$ cat config.mk
export PLATFORM = sky130hd
export DESIGN_NAME = afu_job_sequencer_flat
export DESIGN_NICKNAME = d
export VERILOG_FILES = /design/src/rtl/afu_job_sequencer_if.sv /design/src/rtl/afu_job_sequencer.sv /design/src/flat_wrapper.sv
export SDC_FILE = /design/constraint.sdc
export NUM_CORES = 1
export LEC_CHECK = 0
export BUFFER_PORTS_ARGS = -buffer_cell sky130_fd_sc_hd__buf_2
export CAP_MARGIN = 20
export CORE_ASPECT_RATIO = 1.2
export CORE_MARGIN = 2
export CORE_UTILIZATION = 55
export DETAILED_ROUTE_END_ITERATION = 12
export PLACE_DENSITY = 0.82
export SYNTH_ARGS = -nofsm -noshare
export SYNTH_HDL_FRONTEND = slang
export SYNTH_SLANG_ARGS = --single-unit
$ cat constraint.sdc
create_clock -name clk -period 5.6 [get_ports clk]
set_clock_uncertainty 0.15 [all_clocks]
set_input_delay 0.28 -clock clk [delete_from_list [all_inputs] [get_ports clk]]
set_output_delay 0.28 -clock clk [all_outputs]
set_load 0.05 [all_outputs]
$ cat src/rtl/afu_job_sequencer_if.sv
// Engine-side bus bundle for the AFU job sequencer: prefetch reader requests and
// responses, engine result lines, writer requests/acks and the completion record.
interface afu_job_sequencer_if #(
    parameter int ADDR_W = 32,
    parameter int LEN_W  = 20
) ();
    logic              rd_req_valid;
    logic [ADDR_W-1:0] rd_req_addr;
    logic              rd_req_ready;
    logic              rd_rsp_valid;
    logic              res_valid;
    logic              res_ready;
    logic              wr_req_valid;
    logic [ADDR_W-1:0] wr_req_addr;
    logic              wr_req_ready;
    logic              wr_ack;
    logic              stat_wr_valid;
    logic [LEN_W+1:0]  stat_wr_data;
    logic              stat_wr_ready;

    // Sequencer side
    modport master (
        output rd_req_valid, rd_req_addr,
        input  rd_req_ready, rd_rsp_valid,
        input  res_valid,
        output res_ready,
        output wr_req_valid, wr_req_addr,
        input  wr_req_ready, wr_ack,
        output stat_wr_valid, stat_wr_data,
        input  stat_wr_ready
    );

    // Reader / engine / writer / status side
    modport slave (
        input  rd_req_valid, rd_req_addr,
        output rd_req_ready, rd_rsp_valid,
        output res_valid,
        input  res_ready,
        input  wr_req_valid, wr_req_addr,
        output wr_req_ready, wr_ack,
        input  stat_wr_valid, stat_wr_data,
        output stat_wr_ready
    );
endinterface

$ cat src/rtl/afu_job_sequencer.sv
// AFU job sequencer: latches a job on csr_start, issues credit-limited line reads,
// forwards engine results to consecutive destination lines, counts write acks and
// posts one completion record before holding done.
//
//  state     | meaning
//  ----------+-----------------------------------------------------------
//  ST_IDLE   | no job since reset; waiting for csr_start
//  ST_RUN    | issuing reads and forwarding results as writes
//  ST_DRAIN  | aborted; waiting for outstanding reads and write acks
//  ST_STATUS | completion record presented until stat_wr_ready
//  ST_DONE   | record posted, done held; a new csr_start is accepted
module afu_job_sequencer #(
    parameter int ADDR_W   = 32,
    parameter int LEN_W    = 20,
    parameter int MAX_OUTS = 16
) (
    input  logic              clk,
    input  logic              reset,
    input  logic              csr_start,
    input  logic              csr_abort,
    input  logic [ADDR_W-1:0] csr_src_addr,
    input  logic [ADDR_W-1:0] csr_dst_addr,
    input  logic [LEN_W-1:0]  csr_num_lines,
    afu_job_sequencer_if.master bus,
    output logic              busy,
    output logic              done
);

    typedef enum logic [2:0] {
        ST_IDLE   = 3'd0,
        ST_RUN    = 3'd1,
        ST_DRAIN  = 3'd2,
        ST_STATUS = 3'd3,
        ST_DONE   = 3'd4
    } state_t;

    localparam logic [LEN_W-1:0] MAX_OUTS_L = LEN_W'(MAX_OUTS);

    state_t            state_q, state_d;
    logic [ADDR_W-1:0] src_q, src_d;
    logic [ADDR_W-1:0] dst_q, dst_d;
    logic [LEN_W-1:0]  n_q, n_d;
    logic [LEN_W-1:0]  rd_issued_q, rd_issued_d;
    logic [LEN_W-1:0]  wr_issued_q, wr_issued_d;
    logic [LEN_W-1:0]  wr_acked_q, wr_acked_d;
    logic [LEN_W-1:0]  outs_q, outs_d;
    logic              aborted_q, aborted_d;
    logic              done_q, done_d;

    logic rd_valid;
    logic wr_valid;
    logic rd_hs;
    logic wr_hs;
    logic rsp_take;
    logic in_flight;

    // Request valids come only from registered state and counters; res_valid gates the
    // write valid because a write needs a result line to carry.
    always_comb begin
        rd_valid  = (state_q == ST_RUN) && (rd_issued_q < n_q) && (outs_q < MAX_OUTS_L);
        wr_valid  = (state_q == ST_RUN) && bus.res_valid && (wr_issued_q < n_q);
        rd_hs     = rd_valid && bus.rd_req_ready;
        wr_hs     = wr_valid && bus.wr_req_ready;
        in_flight = (state_q == ST_RUN) || (state_q == ST_DRAIN);
        // A response with nothing outstanding is stale (e.g. from before a reset).
        rsp_take  = in_flight && bus.rd_rsp_valid && (outs_q != '0);
    end

    assign bus.rd_req_valid  = rd_valid;
    assign bus.rd_req_addr   = src_q + ADDR_W'(rd_issued_q);
    assign bus.wr_req_valid  = wr_valid;
    assign bus.wr_req_addr   = dst_q + ADDR_W'(wr_issued_q);
    assign bus.res_ready     = wr_hs;
    assign bus.stat_wr_valid = (state_q == ST_STATUS);
    assign bus.stat_wr_data  = (state_q == ST_STATUS) ? {aborted_q, 1'b1, wr_acked_q} : '0;
    assign busy              = in_flight || (state_q == ST_STATUS);
    assign done              = done_q;

    // Next-state, counter and job-register update.
    always_comb begin
        state_d     = state_q;
        src_d       = src_q;
        dst_d       = dst_q;
        n_d         = n_q;
        rd_issued_d = rd_issued_q;
        wr_issued_d = wr_issued_q;
        wr_acked_d  = wr_acked_q;
        outs_d      = outs_q;
        aborted_d   = aborted_q;
        done_d      = done_q;

        if (rd_hs) begin
            rd_issued_d = rd_issued_q + 1'b1;
        end
        if (wr_hs) begin
            wr_issued_d = wr_issued_q + 1'b1;
        end
        if (rd_hs && !rsp_take) begin
            outs_d = outs_q + 1'b1;
        end else if (!rd_hs && rsp_take) begin
            outs_d = outs_q - 1'b1;
        end
        // Acks beyond the writes actually issued are dropped.
        if (in_flight && bus.wr_ack && (wr_acked_q < wr_issued_q)) begin
            wr_acked_d = wr_acked_q + 1'b1;
        end

        unique case (state_q)
            ST_IDLE, ST_DONE: begin
                if (csr_start) begin
                    src_d       = csr_src_addr;
                    dst_d       = csr_dst_addr;
                    n_d         = csr_num_lines;
                    rd_issued_d = '0;
                    wr_issued_d = '0;
                    wr_acked_d  = '0;
                    outs_d      = '0;
                    aborted_d   = 1'b0;
                    done_d      = 1'b0;
                    state_d     = (csr_num_lines != '0) ? ST_RUN : ST_STATUS;
                end
            end
            ST_RUN: begin
                // Abort wins over completion in the same cycle; DRAIN then finishes
                // immediately since everything is already acked.
                if (csr_abort) begin
                    aborted_d = 1'b1;
                    state_d   = ST_DRAIN;
                end else if (wr_acked_d == n_q) begin
                    state_d = ST_STATUS;
                end
            end
            ST_DRAIN: begin
                if ((outs_q == '0) && (wr_acked_q == wr_issued_q)) begin
                    state_d = ST_STATUS;
                end
            end
            ST_STATUS: begin
                if (bus.stat_wr_ready) begin
                    done_d  = 1'b1;
                    state_d = ST_DONE;
                end
            end
            default: begin
                state_d = ST_IDLE;
            end
        endcase
    end

    // State and counter registers; reset abandons any job in flight.
    always_ff @(posedge clk or posedge reset) begin
        if (reset) begin
            state_q     <= ST_IDLE;
            src_q       <= '0;
            dst_q       <= '0;
            n_q         <= '0;
            rd_issued_q <= '0;
            wr_issued_q <= '0;
            wr_acked_q  <= '0;
            outs_q      <= '0;
            aborted_q   <= 1'b0;
            done_q      <= 1'b0;
        end else begin
            state_q     <= state_d;
            src_q       <= src_d;
            dst_q       <= dst_d;
            n_q         <= n_d;
            rd_issued_q <= rd_issued_d;
            wr_issued_q <= wr_issued_d;
            wr_acked_q  <= wr_acked_d;
            outs_q      <= outs_d;
            aborted_q   <= aborted_d;
            done_q      <= done_d;
        end
    end

endmodule
$ cat src/flat_wrapper.sv
// flat-port wrapper written by rule: the top's interface ports become plain ports
module afu_job_sequencer_flat 
#(
    parameter int ADDR_W   = 32,
    parameter int LEN_W    = 20,
    parameter int MAX_OUTS = 16
)
  (clk, reset, csr_start, csr_abort, csr_src_addr, csr_dst_addr, csr_num_lines, busy, done, bus_rd_req_valid, bus_rd_req_addr, bus_rd_req_ready, bus_rd_rsp_valid, bus_res_valid, bus_res_ready, bus_wr_req_valid, bus_wr_req_addr, bus_wr_req_ready, bus_wr_ack, bus_stat_wr_valid, bus_stat_wr_data, bus_stat_wr_ready);
  afu_job_sequencer_if #(.ADDR_W(ADDR_W), .LEN_W(LEN_W)) bus_i ();
  input  logic clk;
  input  logic reset;
  input  logic csr_start;
  input  logic csr_abort;
  input  logic [ADDR_W-1:0] csr_src_addr;
  input  logic [ADDR_W-1:0] csr_dst_addr;
  input  logic [LEN_W-1:0] csr_num_lines;
  output logic busy;
  output logic done;
  output wire logic [$bits(bus_i.rd_req_valid)-1:0] bus_rd_req_valid;
  output wire logic [$bits(bus_i.rd_req_addr)-1:0] bus_rd_req_addr;
  input wire logic [$bits(bus_i.rd_req_ready)-1:0] bus_rd_req_ready;
  input wire logic [$bits(bus_i.rd_rsp_valid)-1:0] bus_rd_rsp_valid;
  input wire logic [$bits(bus_i.res_valid)-1:0] bus_res_valid;
  output wire logic [$bits(bus_i.res_ready)-1:0] bus_res_ready;
  output wire logic [$bits(bus_i.wr_req_valid)-1:0] bus_wr_req_valid;
  output wire logic [$bits(bus_i.wr_req_addr)-1:0] bus_wr_req_addr;
  input wire logic [$bits(bus_i.wr_req_ready)-1:0] bus_wr_req_ready;
  input wire logic [$bits(bus_i.wr_ack)-1:0] bus_wr_ack;
  output wire logic [$bits(bus_i.stat_wr_valid)-1:0] bus_stat_wr_valid;
  output wire logic [$bits(bus_i.stat_wr_data)-1:0] bus_stat_wr_data;
  input wire logic [$bits(bus_i.stat_wr_ready)-1:0] bus_stat_wr_ready;
  assign bus_rd_req_valid = bus_i.rd_req_valid;
  assign bus_rd_req_addr = bus_i.rd_req_addr;
  assign bus_i.rd_req_ready = bus_rd_req_ready;
  assign bus_i.rd_rsp_valid = bus_rd_rsp_valid;
  assign bus_i.res_valid = bus_res_valid;
  assign bus_res_ready = bus_i.res_ready;
  assign bus_wr_req_valid = bus_i.wr_req_valid;
  assign bus_wr_req_addr = bus_i.wr_req_addr;
  assign bus_i.wr_req_ready = bus_wr_req_ready;
  assign bus_i.wr_ack = bus_wr_ack;
  assign bus_stat_wr_valid = bus_i.stat_wr_valid;
  assign bus_stat_wr_data = bus_i.stat_wr_data;
  assign bus_i.stat_wr_ready = bus_stat_wr_ready;
  afu_job_sequencer #(.ADDR_W(ADDR_W), .LEN_W(LEN_W), .MAX_OUTS(MAX_OUTS)) u_core (.clk(clk), .reset(reset), .csr_start(csr_start), .csr_abort(csr_abort), .csr_src_addr(csr_src_addr), .csr_dst_addr(csr_dst_addr), .csr_num_lines(csr_num_lines), .bus(bus_i), .busy(busy), .done(done));
endmodule
; ---- Word level (Yosys, flattened, before mapping)
; Cells that the tools add are included.
[word_totals]
register_bits = 169
inputBits = 94
output_inout_bits = 92
elab_cells = 86
[classes]
n_addsub = 7
order_cmp = 4
eq_ne = 11
muxes = 26
reduce_logical = 28
[ops]
columns = operator, count
row1 = 20-bit two-way mux, 13
row2 = 20-bit by 1-bit adder with 20-bit output (second input constant), 4
row3 = 32-bit by 20-bit adder with 32-bit output, 2
row4 = 20-bit less-than comparator, 3
row5 = 20-bit == test, 2
row6 = 20-bit nonzero test, 2
row7 = 22-bit two-way mux, 1
row8 = 20-bit logical NOT, 1
row9 = 20-bit by 5-bit less-than comparator with 1-bit output (second input constant), 1
row10 = 20-bit by 1-bit subtractor with 20-bit output (second input constant), 1
row11 = 3-bit two-way mux, 5
row12 = 1-bit logical AND, 13
row13 = 3-bit one-hot mux with 4 select lines, 1
row14 = 3-bit by 2-bit == test with 1-bit output (second input constant), 2
row15 = 2-bit != test (second input constant), 3
row16 = 3-bit AND reduction, 2
row17 = 1-bit one-hot mux with 2 select lines, 2
row18 = 4-bit AND reduction, 1
row19 = 2-bit nonzero test, 2
row20 = 3-bit by 1-bit == test with 1-bit output (second input constant), 1
row21 = 3-bit == test (second input constant), 1
row22 = 3-bit logical NOT, 1
row23 = 1-bit two-way mux, 3
row24 = 3-bit != test (second input constant), 1
row25 = 6 further kinds, 8

; ---- Logic depth before layout (Yosys ltp)
[depth]
ltp_word = 10
depth_mapped = 14
depth_no_buf = 13

; ---- Worst setup path before layout
; OpenSTA, ideal clock, no wires.
[synth_path]
kind = reg2out
start = register u_core.wr_issued_q[0]
end = output bus_wr_req_addr[28]
arrival_ns = 3.531
path_slack_ns = 1.639
path_stages_with_launch = 14
path_cell_list = dfrtp_1 > ha_1 > inv_1 > fa_1 > nand2b_1 > a21boi_0 > o21ai_0 > a21boi_0 > a41oi_1 > a211o_1 > nand2_1 > o21ai_0 > nand2b_1 > xnor2_1
[synth_via]
elab_chain_cells = 1
[synth_lines]
columns = element, line_no
row1 = from (decl), afu_job_sequencer.sv:44  ; logic [LEN_W-1:0] wr_issued_q, wr_issued_d;
row2 = from (signal assigned), afu_job_sequencer.sv:169  ; wr_issued_q <= wr_issued_d;
row3 = 32-bit by 20-bit adder with 32-bit output, afu_job_sequencer.sv:72  ; assign bus.wr_req_addr = dst_q + ADDR_W'(wr_issued_q);
row4 = to (decl), flat_wrapper.sv:26  ; output wire logic [$bits(bus_i.wr_req_addr)-1:0] bus_wr_req_addr;
; Every way passes these cells.

; ---- Worst setup path in the final report
[layout_path]
start = register u_core.wr_issued_q[0]
end = output bus_wr_req_addr[26]
; The elaborated chain is that of the path after synthesis.

==> flow_metrics.env <==
export IMPL_dieWidth_um=137.2
export IMPL_finalSetupViolCount=0
export IMPL_ys_types=68
export IMPL_core_area_um2=20900
export IMPL_grt_max_degree=144
export IMPL_critPathArrivalTime_ns=4.27
export IMPL_hold_path_class="in2reg"
export IMPL_syn_cell_area_um2=11700
export IMPL_ys_ff_latch=169
export IMPL_period_needed_ns=4.699
export IMPL_port_buffers=185
export IMPL_critPathKind="reg2out"
export IMPL_async_reset_ff_share_pct=100.0
export IMPL_setup_slack_ns=0.9006
export IMPL_fin_area_um2=14300
export IMPL_area_delta_synth_final_pct=22.20
export IMPL_fp_row_count=58
export IMPL_cts_clk_slew_worst_paths_ns=0.07
export IMPL_mostFrequentLayoutCells="nand2_1, buf_2, dfrtp_1"
export IMPL_drv_slew=0
export IMPL_worst_skew_pair_late_latency_ns=0.44
export IMPL_critPathLaunchType="flop"
export IMPL_p_per_area_nw_per_um2=474.5
export IMPL_status="completed"
export IMPL_drive_gt1_share_pct=14.67
export IMPL_ys_flop_type="dfrtp_1"
export IMPL_whs_ns=0.05279
export IMPL_root_buffer="clkbuf_16"
export IMPL_first_pass_iters=9
export IMPL_syn_inst=1411
export IMPL_ant_nets=0
export IMPL_htreeDepth=4
export IMPL_cts_tree="built"
export IMPL_finalHoldViolations=0
export IMPL_antenna_found_initial=0
export IMPL_postPlaceCellArea_um2=12890
export IMPL_pre_cts_ws_ns=1.378
export IMPL_leakage_uw=0.007083
export IMPL_maxCapViolCount=0
export IMPL_route_detailed_drc=0
export IMPL_avgSynthCellArea_um2=8.295
export IMPL_r2r_setup_slack_ns=1.50
export IMPL_relSlewSlack_pct=42.68
export IMPL_viasPerCell=5.972
export IMPL_grt_pass1_vias=11557
export IMPL_start_util_pct=56.00
export IMPL_clock_fmax_mhz=212.8
export IMPL_nNetsFinal=1863
export IMPL_grt_pass1_wl_um=57300
export IMPL_ios=186
export IMPL_ys_seq_area_share_pct=36.13
export IMPL_synthesis_nets=1610
export IMPL_critPathCaptureType="output port"
export IMPL_drt_iter0_markers=1214
export IMPL_via_count=11628
export IMPL_worst_pin_slew_ns=0.8598
export IMPL_synth_edf_count=0
export IMPL_setup_tns_ns=0
export IMPL_grt_usage_pct=32.41
export IMPL_layout_worst_path_cycle_share_pct=83.92
export IMPL_grt_overflow_total=0
export IMPL_wirelength_um=35480
export IMPL_clockBufferDepth=2
export IMPL_ir_worst_vdd_uv=370.3
export IMPL_fp_dieArea_um2=22470
export IMPL_finalPower_uw=6787
export IMPL_ys_warn_count=0
export IMPL_antenna_cells=0
export IMPL_dpl_hpwl_um=24750
export IMPL_cts_repair_resized=0
export IMPL_worst_ep_required_time_ns=5.17
export IMPL_cts_sinks=169
export IMPL_final_common_cell="nand2_1"
export IMPL_die_y_um=163.8
export IMPL_cts_buffers_inserted=17
export IMPL_critPathMaxFanout=7
export IMPL_grt_setup_unrepaired="false"
export IMPL_wire_per_inst_um=18.22
export IMPL_gp_congestion=0.9960
repair_timing:
item / CTS / global route
hold endpoints to repair: 173 / 0
setup buffers: 0 / 0
hold buffers: 85 / 0
kinds of logic after synthesis:
family	share of synthesized area, %
XOR/XNOR	8.723
AO/OA/AOI/OAI	13.25
buffers and inverters	4.233
adder cells (fa/ha/maj)	11.35
multiplexers	0.6949
flip-flops	36.13
AND/OR/NAND/NOR	25.61
power breakdown:
group          switching [uW]  internal (uW)  total [uW]
logic                    2540           1120        3660
clock network             550            575        1120
registers                 397           1600        2000
total                    3490           3300        6790
per-stage QoR:
step,std cells,utilization [%]
after global routing,1947,68.43
after detailed placement,1829,61.68
final,1947,68.43
after CTS,1946,68.34
after global placement,1829,61.68
after floorplan,1411,-
final cells by class:
type / count / area [um2]
Timing Repair Buffer: 283 / 1899
Tap cell: 270 / 337.8
Fill cell: 1644 / 6598
Inverter: 81 / 309.0
Clock buffer: 17 / 425.4
Sequential cell: 169 / 4229
Multi-Input combinational cell: 1112 / 6987
Clock inverter: 15 / 115.1
state kept, by name (all words and copies together), names as in the netlist, 3 cells and up:
name	cells
u_core.dst_q	32
u_core.outs_q	20
u_core.wr_issued_q	20
u_core.rd_issued_q	20
u_core.src_q	32
u_core.state_q	3
u_core.wr_acked_q	20
u_core.n_q	20
worst max-delay path: stages, from the launching register on:
cell and delay, ns:
dfrtp_1 0.49, ha_1 0.22, inv_1 0.06, fa_1 0.40, nand2b_1 0.17, a21boi_0 0.22
o21ai_0 0.14, a21boi_0 0.40, a41oi_1 0.27, a211o_1 0.35, nand2_1 0.09, o21ai_0 0.25
and3b_1 0.32, xor2_1 0.17, buf_2 0.29
synthesized netlist by cell type (all sizes together), types with 15 or more instances:
| master | number | area [um2] |
|---|---|---|
| clkbuf | 44 | 165.2 |
| a21o | 16 | 120.1 |
| o21ai | 58 | 290.3 |
| a21oi | 57 | 285.3 |
| nor4 | 25 | 177.7 |
| inv | 81 | 304.0 |
| nand3 | 45 | 225.2 |
| nand4 | 26 | 162.7 |
| nand2 | 303 | 1140 |
| and3 | 35 | 219.0 |
| xor2 | 29 | 254.0 |
| nand2b | 15 | 93.84 |
| ha | 103 | 1289 |
| nor2 | 108 | 405.4 |
| nor3 | 32 | 160.2 |
| dfrtp | 169 | 4229 |
| xnor2 | 85 | 744.5 |
worst paths after layout:
kind	endpoint	start	cells after the start
max reg2reg	u_core.rd_issued_q[10]	u_core.n_q[17]	11
min reg2reg	u_core.src_q[16]	u_core.src_q[16]	2
min	u_core.state_q[0]	bus_stat_wr_ready	4
min in group asynchronous	u_core.src_q[30]	reset	3
max in group asynchronous	u_core.n_q[11]	reset	4
max	bus_wr_req_addr[26]	u_core.wr_issued_q[0]	14
layer usage:
metal	track usage, %	share of wire, %	vias to the layer above	wire [um]
met3	6.451	6.5	164	2306
met5	0	0	-	0
li1	-	-	5428	-
met4	18.32	5.8	0	2040
met1	38.47	39	5506	13740
met2	54.52	49	530	17390
Note: power is estimated with default switching activity, not from simulation.
